### src/rtl/led_fade_sequencer.sv
// LED duty-cycle sequencer: derives a slow update tick from the system clock
// and steps a duty word through OFF / ON / BREATHE / SAW lighting modes.
module led_fade_sequencer #(
    parameter int RESOLUTION = 8,
    parameter int TICK_DIV   = 135000,
    parameter int STEP       = 1,
    parameter int HOLD_TICKS = 50
) (
    input  logic                  i_clk,
    input  logic                  i_rst,
    input  logic                  i_enable,
    input  logic                  i_mode_pulse,
    output logic [RESOLUTION-1:0] o_duty,
    output logic [1:0]            o_mode,
    output logic [1:0]            o_phase,
    output logic                  o_tick
);

    localparam int PW = (TICK_DIV > 1) ? $clog2(TICK_DIV) : 1;
    localparam int HW = $clog2(HOLD_TICKS + 1);

    localparam logic [PW-1:0]         PRE_LAST  = PW'(TICK_DIV - 1);
    localparam logic [HW-1:0]         HOLD_LAST = HW'(HOLD_TICKS - 1);
    // Duty arithmetic carries one spare bit so a step past DMAX is visible.
    localparam logic [RESOLUTION:0]   DMAX_W    = {1'b0, {RESOLUTION{1'b1}}};
    localparam logic [RESOLUTION:0]   STEP_W    = (RESOLUTION + 1)'(STEP);
    localparam logic [RESOLUTION-1:0] STEP_N    = RESOLUTION'(STEP);
    localparam logic [RESOLUTION-1:0] DMAX_N    = {RESOLUTION{1'b1}};

    typedef enum logic [1:0] {M_OFF, M_ON, M_BREATHE, M_SAW} mode_t;
    typedef enum logic [1:0] {PH_UP, PH_HOLD_HI, PH_DOWN, PH_HOLD_LO} phase_t;

    logic [PW-1:0]         pre_cnt;
    logic [HW-1:0]         hold_cnt;
    mode_t                 mode;
    phase_t                phase;
    logic [RESOLUTION-1:0] duty;
    logic [RESOLUTION:0]   duty_up;
    logic [RESOLUTION-1:0] duty_dn;
    logic                  step_en;

    assign duty_up = {1'b0, duty} + STEP_W;
    assign duty_dn = duty - STEP_N;
    // A mode pulse wins over a pending tick; disabled sequencing freezes the FSM.
    assign step_en = o_tick && i_enable && !i_mode_pulse;

    assign o_duty  = duty;
    assign o_mode  = mode;
    assign o_phase = phase;

    // Prescaler: wraps at TICK_DIV-1 and strobes o_tick on the following cycle.
    always_ff @(posedge i_clk or posedge i_rst) begin
        if (i_rst) begin
            pre_cnt <= '0;
            o_tick  <= 1'b0;
        end else if (i_mode_pulse) begin
            pre_cnt <= '0;
            o_tick  <= 1'b0;
        end else if (i_enable) begin
            if (pre_cnt == PRE_LAST) begin
                pre_cnt <= '0;
                o_tick  <= 1'b1;
            end else begin
                pre_cnt <= pre_cnt + 1'b1;
                o_tick  <= 1'b0;
            end
        end else begin
            o_tick <= 1'b0;
        end
    end

    // Mode/phase FSM and duty update, advancing one step per tick.
    always_ff @(posedge i_clk or posedge i_rst) begin
        if (i_rst) begin
            mode     <= M_OFF;
            phase    <= PH_UP;
            hold_cnt <= '0;
            duty     <= '0;
        end else if (i_mode_pulse) begin
            mode     <= mode_t'(mode + 2'd1);
            phase    <= PH_UP;
            hold_cnt <= '0;
            // Only the OFF -> ON transition enters at full brightness.
            duty     <= (mode == M_OFF) ? DMAX_N : '0;
        end else if (step_en) begin
            case (mode)
                M_BREATHE: begin
                    case (phase)
                        PH_UP: begin
                            if (duty_up >= DMAX_W) begin
                                duty     <= DMAX_N;
                                phase    <= PH_HOLD_HI;
                                hold_cnt <= '0;
                            end else begin
                                duty <= duty_up[RESOLUTION-1:0];
                            end
                        end
                        PH_HOLD_HI: begin
                            if (hold_cnt == HOLD_LAST) begin
                                phase    <= PH_DOWN;
                                hold_cnt <= '0;
                            end else begin
                                hold_cnt <= hold_cnt + 1'b1;
                            end
                        end
                        PH_DOWN: begin
                            if ({1'b0, duty} <= STEP_W) begin
                                duty     <= '0;
                                phase    <= PH_HOLD_LO;
                                hold_cnt <= '0;
                            end else begin
                                duty <= duty_dn;
                            end
                        end
                        default: begin
                            if (hold_cnt == HOLD_LAST) begin
                                phase    <= PH_UP;
                                hold_cnt <= '0;
                            end else begin
                                hold_cnt <= hold_cnt + 1'b1;
                            end
                        end
                    endcase
                end
                M_SAW: begin
                    phase <= PH_UP;
                    if (duty_up > DMAX_W) duty <= '0;
                    else                  duty <= duty_up[RESOLUTION-1:0];
                end
                default: ;
            endcase
        end
    end

endmodule

### config.mk
export PLATFORM = sky130hd
export DESIGN_NAME = led_fade_sequencer
export DESIGN_NICKNAME = d
export VERILOG_FILES = /design/src/rtl/led_fade_sequencer.sv
export SDC_FILE = /design/constraint.sdc
export NUM_CORES = 1
export LEC_CHECK = 0
export CAP_MARGIN = 0
export CORE_ASPECT_RATIO = 1.1
export CORE_MARGIN = 4
export CORE_UTILIZATION = 40
export CTS_BUF_LIST = sky130_fd_sc_hd__clkbuf_8
export DETAILED_ROUTE_END_ITERATION = 10
export HOLD_SLACK_MARGIN = 0.06
export PLACE_DENSITY = 0.68
export SYNTH_ARGS = -nofsm -noshare
export SYNTH_HDL_FRONTEND = slang
export SYNTH_SLANG_ARGS = --single-unit
### constraint.sdc
create_clock -name i_clk -period 3.3 [get_ports i_clk]
set_input_delay 0.825 -clock i_clk [delete_from_list [all_inputs] [get_ports i_clk]]
set_output_delay 0.825 -clock i_clk [all_outputs]
set_load 0.03 [all_outputs]
==> flow_summary_export.csv, run 1 <==
group,metric,value,unit
synthesis,synth_edf_count,0,
floorplanning,die_w,84.5,microns
clock_tree,post-cts-setup-buffers,0,
critical_path,path_buf_inv,0,
run,cap_viol_max_count,0,
clock_tree,cts-root-buf,"clkbuf_8",
sta,grt_setup_unrepaired,"false",
sta,fmaxAchievable,363,MHz
floorplanning,core_area,6190,sq um
routing,ant_nets,0,
synthesis,netlist.area_leader.share,0.360,
clock_tree,ctsHoldBuffers,0,
global_route,first_global_vias,2074,
sta,tns,0,ps
synthesis,ys_top_cells_by_area,"dfrtp_1, nor2_1, ha_1",
place,dp_cells,390,
synthesis,yosys_most_used_dff,"dfrtp_1",
layout,fin_util,0.476,
critical_path,endpoint_kind,"flip-flop",
synthesis,yosys.area.top_type,"dfrtp_1",
synthesis,syn_area_per_cell,8.61,sq um
routing,num_vias,2179,
synthesis,ys_types,63,
clock_tree,numCtsBuffers,5,
synthesis,yosys_warnings,0,
routing,drtIter0Drc,113,
sta,finalSetupViolations,0,
synthesis,yosysSeqAreaShare,0.360,
clock_tree,cts_tree,"built",
layout,final_nets,334,
layout,syn_to_final_growth,14.4,%
critical_path,critPathLaunchType,"flip-flop",
routing,routedWlPerCell,14.0,microns
critical_path,crit_family,"compound AO/OA/AOI/OAI gates",
sta,fin_crit_sh,0.836,
power,leakagePower,1.16,nW
critical_path,cp_max_fo,12,
synthesis,netlist_area,2570,sq um
sta,fin_crit,2760,ps
clock_tree,clk_latency,280,ps
layout,final_cells,398,
sta,hold_violations,0,
sta,tightest_slew,601,ps
global_route,grt.overflow.total,0,
sta,finClkSkew,5.04,ps
floorplanning,dieArea,7780,sq um
floorplanning,rows,30,
synthesis,ys_ff_latch,37,
routing,vias_per_cell,5.47,
critical_path,max_stage_delay,600,ps
clock_tree,clk_pin_slew,70,ps
critical_path,cp_slowest_cell,"dfrtp_1",
routing,drc,0,
critical_path,critical_path_required,3470,ps
layout,fillers,590,
sta,slew_headroom,0.596,
synthesis,syn_inst,299,
floorplanning,die_h,92.1,microns
synthesis,async_reset_ff_frac,1.00,
min_path,min_path_type,"flip-flop to flip-flop",
power,power_density,722,nW/um^2
global_route,grt_pass1_wl,9820,microns
critical_path,cp_cell_sequence,"ha_1, nand2_1, o31ai_1, a32oi_1, o31a_1, a21oi_1, mux2i_1, o22a_1",
place,place_congestion,0.958,
global_route,grt_use_total,0.151,
clock_tree,cts_htree_levels,2,
sta,finalMaxSlewViolations,0,
power,ir_worst_vdd,311,uV
status,status,"complete, no violations",
clock_tree,cts_buffer_depth,2,
synthesis,yosysMostFrequentCell,"nor2_1",
critical_path,crit_arrival,2930,ps
place,numPortBuffers,16,
global_route,grt_max_degree,38,
place,hpwl,4090,microns
routing,drt-total-wl,5550,microns
floorplanning,ioPinCount,17,
routing,firstDrtPassIters,4,
critical_path,crit_type,"flip-flop to flip-flop",
global_route,antenna_found_initial,0,
layout,drive_gt1_frac,0.0975,
layout,antenna_cells,0,
synthesis,synth_top_cells_by_count,"nor2_1, dfrtp_1, nand2_1, ha_1, a21oi_1",
clock_tree,post_cts_resize_count,0,
clock_tree,clock_sinks,37,
synthesis,syn_nets,316,
floorplanning,initial_core_util,0.416,
## cell type report
type / instances / area, sq um / area share
multi-input combinational: 239 / 1550 / 0.526
clock inverter: 2 / 33.8 / 0.0115
tap: 80 / 100 / 0.0340
timing repair buffer: 23 / 213 / 0.0722
sequential: 37 / 926 / 0.314
inverter: 11 / 41.3 / 0.0140
clock buffer: 6 / 82.6 / 0.0280
## power by group
| part | switching, mW | internal [mW] | leakage (nW) |
|---|---|---|---|
| clock network | 0.156 | 0.243 | 0.0626 |
| registers | 0.180 | 0.528 | 0.492 |
| logic | 0.591 | 0.429 | 0.605 |
| total | 0.926 | 1.20 | 1.16 |
## per-layer routing
layer / part of all wire / track usage
met5: 0 / 0
met4: 0.0043 / 0.0409
met3: 0.040 / 0.0252
met2: 0.48 / 0.245
met1: 0.48 / 0.209
## cell families (layout without fill, tap and decap cells)
logic type	Yosys count	in the layout	synth area share
adders and majority gates	13	13	0.0632
buffers and inverters	23	42	0.0384
and+or+nand+nor	133	133	0.253
AOI/OAI and AO/OA	71	71	0.208
muxes	2	2	0.00972
xor gates and xnor gates	20	20	0.0681
DFF	37	37	0.360
## worst register-to-register path: cells and delay by family, from the launching register on
kind | cells | cell delay [ps]
simple gates | 1 | 90
flops | 1 | 600
mux | 1 | 150
compound gates | 5 | 1380
fa+ha+maj | 1 | 430
## final timing paths
check / start / end / slack, ps / cells past startpoint
max in group asynchronous: i_rst / o_duty[1]$_DFFE_PP0P_ / 2020 / 3
setup / recovery: o_duty[0]$_DFFE_PP0P_ / o_duty[1]$_DFFE_PP0P_ / 540 / 8
setup reg to reg: o_duty[0]$_DFFE_PP0P_ / o_duty[1]$_DFFE_PP0P_ / 540 / 8
min in group asynchronous: i_rst / hold_cnt[0]$_DFFE_PP0P_ / 950 / 3
hold reg to reg: pre_cnt[16]$_DFFE_PP0P_ / pre_cnt[16]$_DFFE_PP0P_ / 520 / 1
hold / removal: pre_cnt[16]$_DFFE_PP0P_ / pre_cnt[16]$_DFFE_PP0P_ / 520 / 1
## per-stage QoR
step / setup slack, ps / power [mW] / instance area (sq um) / hold slack [ps]
global placement: 465 / 1.72 / 2830 / 516
detailed placement: 371 / 1.73 / 2830 / 511
global route: 259 / 2.28 / 2950 / 569
finish: 542 / 2.13 / 2950 / 516
floorplan: 762 / 1.43 / 2570 / 473
CTS: 546 / 2.15 / 2950 / 521
## cells in the final DEF, fill, tap and decap left out, types with 9 or more instances in the layout
cell type / Yosys / final
nand2_1: 35 / 35
nand3_1: 9 / 9
ha_1: 13 / 13
dfrtp_1: 37 / 37
o21ai_0: 11 / 11
inv_1: 11 / 12
a21oi_1: 12 / 12
xnor2_1: 11 / 11
nor2_1: 44 / 44
clkdlybuf4s50_1: 0 / 16
xor2_1: 9 / 9
## registers in the layout (all words and copies together) (netlist names)
signal	flops
hold_cnt	6
o_duty	8
o_mode	2
o_phase	2
o_tick	1
pre_cnt	18
Power figures use the tool's default switching activity.
==> run 2: changes to the inputs <==
--- a/config.mk
+++ b/config.mk
@@ -12,7 +12,7 @@
 export CTS_BUF_LIST = sky130_fd_sc_hd__clkbuf_8
 export DETAILED_ROUTE_END_ITERATION = 10
 export HOLD_SLACK_MARGIN = 0.06
-export PLACE_DENSITY = 0.68
+export PLACE_DENSITY = 0.7
 export SYNTH_ARGS = -nofsm -noshare
 export SYNTH_HDL_FRONTEND = slang
 export SYNTH_SLANG_ARGS = --single-unit
==> constraint.sdc (replaced) <==
create_clock -name i_clk -period 2.35 [get_ports i_clk]
set_input_delay 0.5875 -clock i_clk [delete_from_list [all_inputs] [get_ports i_clk]]
set_output_delay 0.5875 -clock i_clk [all_outputs]
set_load 0.03 [all_outputs]
==> flow_summary_export.csv, run 2 (same netlist as run 1, synthesis figures left out) <==
group,metric,value,unit
clock_tree,cts_tree,"built",
critical_path,r2r-start,"o_duty[0]$_DFFE_PP0P_",
clock_tree,cts_buffer_depth,2,
global_route,first_global_vias,2189,
run,cap_viol_max_count,0,
layout,antenna_cells,0,
min_path,min_to,"hold_cnt[2]$_DFFE_PP0P_",
clock_tree,ctsHoldBuffers,0,
critical_path,path_buf_inv,1,
place,hpwl,4240,microns
min_path,min_path_type,"flip-flop to flip-flop",
min_path,holdPathStages,1,
global_route,grt.overflow.total,0,
power,power_density,985,nW/um^2
critical_path,crit_type,"flip-flop to flip-flop",
critical_path,r2r-end,"o_phase[0]$_DFFE_PP0P_",
floorplanning,die_h,92.1,microns
status,status,"complete, no violations",
clock_tree,numCtsBuffers,5,
layout,drive_gt1_frac,0.213,
floorplanning,rows,30,
layout,largest_register_ffs,18,
floorplanning,dieArea,7780,sq um
clock_tree,cts_htree_levels,2,
layout,top_register,"pre_cnt",
clock_tree,cts-root-buf,"clkbuf_8",
place,place_congestion,0.905,
global_route,busiest_layer,"met2",
sta,fmaxAchievable,432,MHz
layout,final_nets,363,
layout,syn_to_final_growth,25.0,%
critical_path,crit_arrival,2490,ps
layout,fillers,574,
critical_path,endpoint_kind,"flip-flop",
critical_path,critical_path_required,2520,ps
routing,routedWlPerCell,13.5,microns
power,power,3.17,mW
min_path,hp-start,"hold_cnt[2]$_DFFE_PP0P_",
floorplanning,initial_core_util,0.416,
floorplanning,ioPinCount,17,
clock_tree,clk_latency,290,ps
sta,hold_slack,529,ps
critical_path,cp_cell_sequence,"buf_4, and2_1, o31ai_2, a32oi_2, o31ai_4, o221ai_1, o211ai_1, o41ai_2",
routing,ant_nets,0,
clock_tree,clock_sinks,37,
floorplanning,core_area,6190,sq um
power,leakagePower,1.30,nW
routing,drt-total-wl,5760,microns
layout,layout_commonest_cell,"nor2_1",
routing,drc,0,
critical_path,critPathLaunchType,"flip-flop",
global_route,met1_usage,0.207,
sta,finClkSkew,8.72,ps
critical_path,cp_slowest_cell,"dfrtp_2",
critical_path,reg2regPathDepth,8,
sta,fin_crit_sh,0.984,
routing,vias_per_cell,5.45,
sta,hold_violations,0,
sta,slew_headroom,0.693,
clock_tree,clk_pin_slew,80,ps
global_route,grt_max_degree,38,
critical_path,max_stage_delay,450,ps
layout,mostFrequentLayoutCells,"nor2_1, buf_4, nand2_1",
routing,firstDrtPassIters,5,
routing,drtIter0Drc,68,
sta,fin_crit,2310,ps
sta,tns,0,ps
global_route,grt_use_total,0.153,
critical_path,cp_max_fo,7,
critical_path,crit_family,"compound AO/OA/AOI/OAI gates",
global_route,grt_pass1_wl,9850,microns
routing,num_vias,2326,
critical_path,r2r_slack,40,ps
sta,finalMaxSlewViolations,0,
place,numPortBuffers,16,
global_route,gr-usage-met3,0.0261,
sta,tightest_slew,461,ps
global_route,use_met2,0.243,
sta,finalSetupViolations,0,
global_route,antenna_found_initial,0,
floorplanning,die_w,84.5,microns
power,ir_worst_vdd,463,uV
-- run 2: routing by layer --
metal | wire length [microns] | vias up
met5 | 0 | -
met4 | 69 | 0
met3 | 209 | 5
met2 | 2800 | 44
met1 | 2680 | 1112
li1 | - | 1165
-- run 2: worst max-delay path by stage --
stage	from	to	slack (ps)	cells after the start
4_1_cts	o_duty[0]$_DFFE_PP0P_	o_duty[1]$_DFFE_PP0P_	20	8
3_3_place_gp	i_mode_pulse	o_duty[7]$_DFFE_PP0P_	-30	7
6_report	o_duty[0]$_DFFE_PP0P_	o_phase[0]$_DFFE_PP0P_	40	8
3_5_place_dp	i_mode_pulse	o_duty[7]$_DFFE_PP0P_	-120	7
5_1_grt	o_duty[0]$_DFFE_PP0P_	o_phase[0]$_DFFE_PP0P_	-70	8
2_1_floorplan	o_duty[4]$_DFFE_PP0P_	hold_cnt[0]$_DFFE_PP0P_	10	7
-- run 2: metrics by stage --
stage	util	instances	setup slack (ps)	instance area [sq um]
floorplan	-	299	13.3	2600
global placement	0.491	416	-30.0	3040
detailed placement	0.491	416	-119	3040
CTS	0.509	425	19.5	3150
global route	0.520	427	-67.0	3220
finish	0.520	427	37.2	3220
-- run 2: power breakdown --
group | internal, mW | leakage [nW] | switching (mW)
Clock | 0.271 | 0.0549 | 0.230
Sequential | 0.750 | 0.488 | 0.145
Combinational | 0.773 | 0.761 | 1.00
-- run 2: what timing repair did --
item,4_1_cts,5_1_grt
pin swaps,1,3
buffers inserted,1,2
gates cloned,0,0
endpoints found under the setup margin,1,10
resized for setup,0,10
hold endpoints to repair,0,0
-- run 2: cell type report --
cell class	count	area, sq um	area share
clock buffer	7	96.3	0.0299
clock inverter	1	8.76	0.00272
multi-input combinational	239	1610	0.500
timing repair buffer	52	430	0.134
inverter	11	41.3	0.0128
sequential	37	931	0.289
tap	80	100	0.0311
-- run 2: worst reg2reg max path, stage by stage (launching register included) --
cell and delay [ps]:
dfrtp_2 450, buf_4 170, and2_1 190, o31ai_2 290
a32oi_2 160, o31ai_4 390, o221ai_1 260, o211ai_1 190
o41ai_2 100
==> run 3: changes to the inputs <==
==> constraint.sdc (replaced) <==
create_clock -name i_clk -period 1.9 [get_ports i_clk]
set_input_delay 0.475 -clock i_clk [delete_from_list [all_inputs] [get_ports i_clk]]
set_output_delay 0.475 -clock i_clk [all_outputs]
set_load 0.03 [all_outputs]
==> flow_summary_export.csv, run 3 (same netlist as run 1, synthesis figures left out) <==
group,metric,value,unit
global_route,first_global_vias,2544,
sta,hold_slack,541,ps
status,violations,"negative setup slack",
global_route,grt_use_total,0.182,
sta,finalMaxSlewViolations,0,
floorplanning,core_area,6190,sq um
layout,top_register,"pre_cnt",
floorplanning,rows,30,
place,place_congestion,0.923,
clock_tree,cts-root-buf,"clkbuf_8",
sta,fin_ws,-334,ps
critical_path,critPathLaunchType,"flip-flop",
critical_path,r2r-end,"hold_cnt[0]$_DFFE_PP0P_",
sta,slew_headroom,0.683,
routing,drc,0,
critical_path,cp_max_fo,7,
min_path,holdPathStages,1,
clock_tree,cts_tree,"built",
clock_tree,clk_pin_slew,80,ps
place,numPortBuffers,16,
global_route,grt_pass1_wl,11600,microns
min_path,min_path_type,"flip-flop to flip-flop",
routing,routedWlPerCell,15.1,microns
layout,antenna_cells,0,
sta,finClkSkew,6.79,ps
sta,tns,-4030,ps
routing,drtIter0Drc,122,
layout,layout_commonest_cell,"buf_4",
floorplanning,die_w,84.5,microns
critical_path,reg2regPathDepth,6,
clock_tree,numCtsBuffers,5,
layout,mostFrequentLayoutCells,"buf_4, nor2_1, nand2_1, dfrtp_1, dlygate4sd2_1",
routing,firstDrtPassIters,4,
critical_path,endpoint_kind,"flip-flop",
layout,drive_gt1_frac,0.384,
min_path,hp-start,"hold_cnt[2]$_DFFE_PP0P_",
critical_path,r2r_slack,-330,ps
floorplanning,ioPinCount,17,
sta,grt_setup_unrepaired,"true",
routing,drt-total-wl,7160,microns
clock_tree,cts_buffer_depth,2,
place,hpwl,4820,microns
sta,fmaxAchievable,448,MHz
global_route,antenna_found_initial,0,
sta,fin_crit_sh,1.18,
critical_path,critical_path_required,2090,ps
floorplanning,die_h,92.1,microns
layout,largest_register_ffs,18,
run,cap_viol_max_count,0,
floorplanning,dieArea,7780,sq um
power,power_density,1250,nW/um^2
clock_tree,cts_htree_levels,2,
clock_tree,clk_latency,290,ps
critical_path,r2r-start,"o_duty[2]$_DFFE_PP0P_",
power,ir_worst_vdd,786,uV
routing,num_vias,2569,
global_route,grt_max_degree,38,
sta,fin_crit,2230,ps
layout,syn_to_final_growth,46.7,%
critical_path,crit_arrival,2420,ps
min_path,min_to,"hold_cnt[2]$_DFFE_PP0P_",
power,leakagePower,1.59,nW
routing,ant_nets,0,
floorplanning,initial_core_util,0.416,
sta,tightest_slew,475,ps
global_route,grt.overflow.total,0,
clock_tree,clock_sinks,37,
sta,hold_violations,0,
critical_path,crit_type,"flip-flop to flip-flop",
clock_tree,ctsHoldBuffers,0,
status,status,"finished, violations left",
layout,final_nets,409,
sta,finalSetupViolations,16,
routing,vias_per_cell,5.43,
==> run 3: changes by cell type in the layout (fill, tap and decap cells not counted), moves of 3 or more <==
cell / change
nor2_1: -6
nand2_2: +3
clkdlybuf4s50_1: -14
buf_6: +6
nor2_2: +4
buf_4: +39
dlygate4sd2_1: +13
o21ai_0: -3
nand2_1: -3
==> run 3: area by class of cell <==
| type | count | area (sq um) |
|---|---|---|
| inverters | 11 | 41.3 |
| repair buffers | 98 | 792 |
| fillers | 515 | 2420 |
| multi-input cells | 239 | 1820 |
| flip-flops and latches | 37 | 932 |
| well taps | 80 | 100 |
| clock inverters | 2 | 11.3 |
| clock buffers | 6 | 82.6 |
==> run 3: where the power goes <==
group	switching [mW]	total (mW)	internal (mW)
Sequential	0.158	1.09	0.928
Combinational	1.63	3.05	1.42
Clock	0.291	0.580	0.289
==> run 3: per-stage QoR <==
step	std cells	cell area [sq um]	worst slack (ps)	util	power [mW]
global route	473	3780	-422	0.610	5.02
CTS	465	3560	-307	0.575	4.46
detailed placement	449	3300	-386	0.533	3.61
global placement	449	3300	-382	0.533	3.56
floorplan	299	2610	-437	-	2.55
finish	473	3780	-334	0.610	4.72
==> run 3: timing repair <==
action                     CTS  global route
pin swaps                    9            25
gates resized for setup     41            37
buffers inserted             8             9
cloned                       0             0
setup endpoints to repair   28            26
==> run 3: per-layer routing <==
layer | up-vias | share of wire | routed length (microns) | track usage
met4 | 0 | 0.037 | 265 | 0.0950
met2 | 68 | 0.50 | 3610 | 0.304
met1 | 1215 | 0.42 | 3010 | 0.226
met5 | - | 0 | 0 | 0
li1 | 1258 | - | - | -
met3 | 28 | 0.038 | 271 | 0.0270
==> run 3: worst max-delay path by stage <==
stage / slack, ps / from / endpoint
global route: -420 / o_duty[2]$_DFFE_PP0P_ / hold_cnt[3]$_DFFE_PP0P_
floorplan: -440 / o_duty[4]$_DFFE_PP0P_ / hold_cnt[0]$_DFFE_PP0P_
detailed placement: -390 / i_mode_pulse / o_duty[1]$_DFFE_PP0P_
CTS: -310 / o_duty[2]$_DFFE_PP0P_ / hold_cnt[0]$_DFFE_PP0P_
global placement: -380 / i_mode_pulse / o_duty[1]$_DFFE_PP0P_
finish: -330 / o_duty[2]$_DFFE_PP0P_ / hold_cnt[0]$_DFFE_PP0P_
==> run 3: critical path, cell delays in order, from the launching register on <==
cell,delay (ps)
dfrtp_1,390
or4_4,550
or4_4,480
nand2_4,110
a41oi_4,100
o21bai_4,230
mux2_4,270
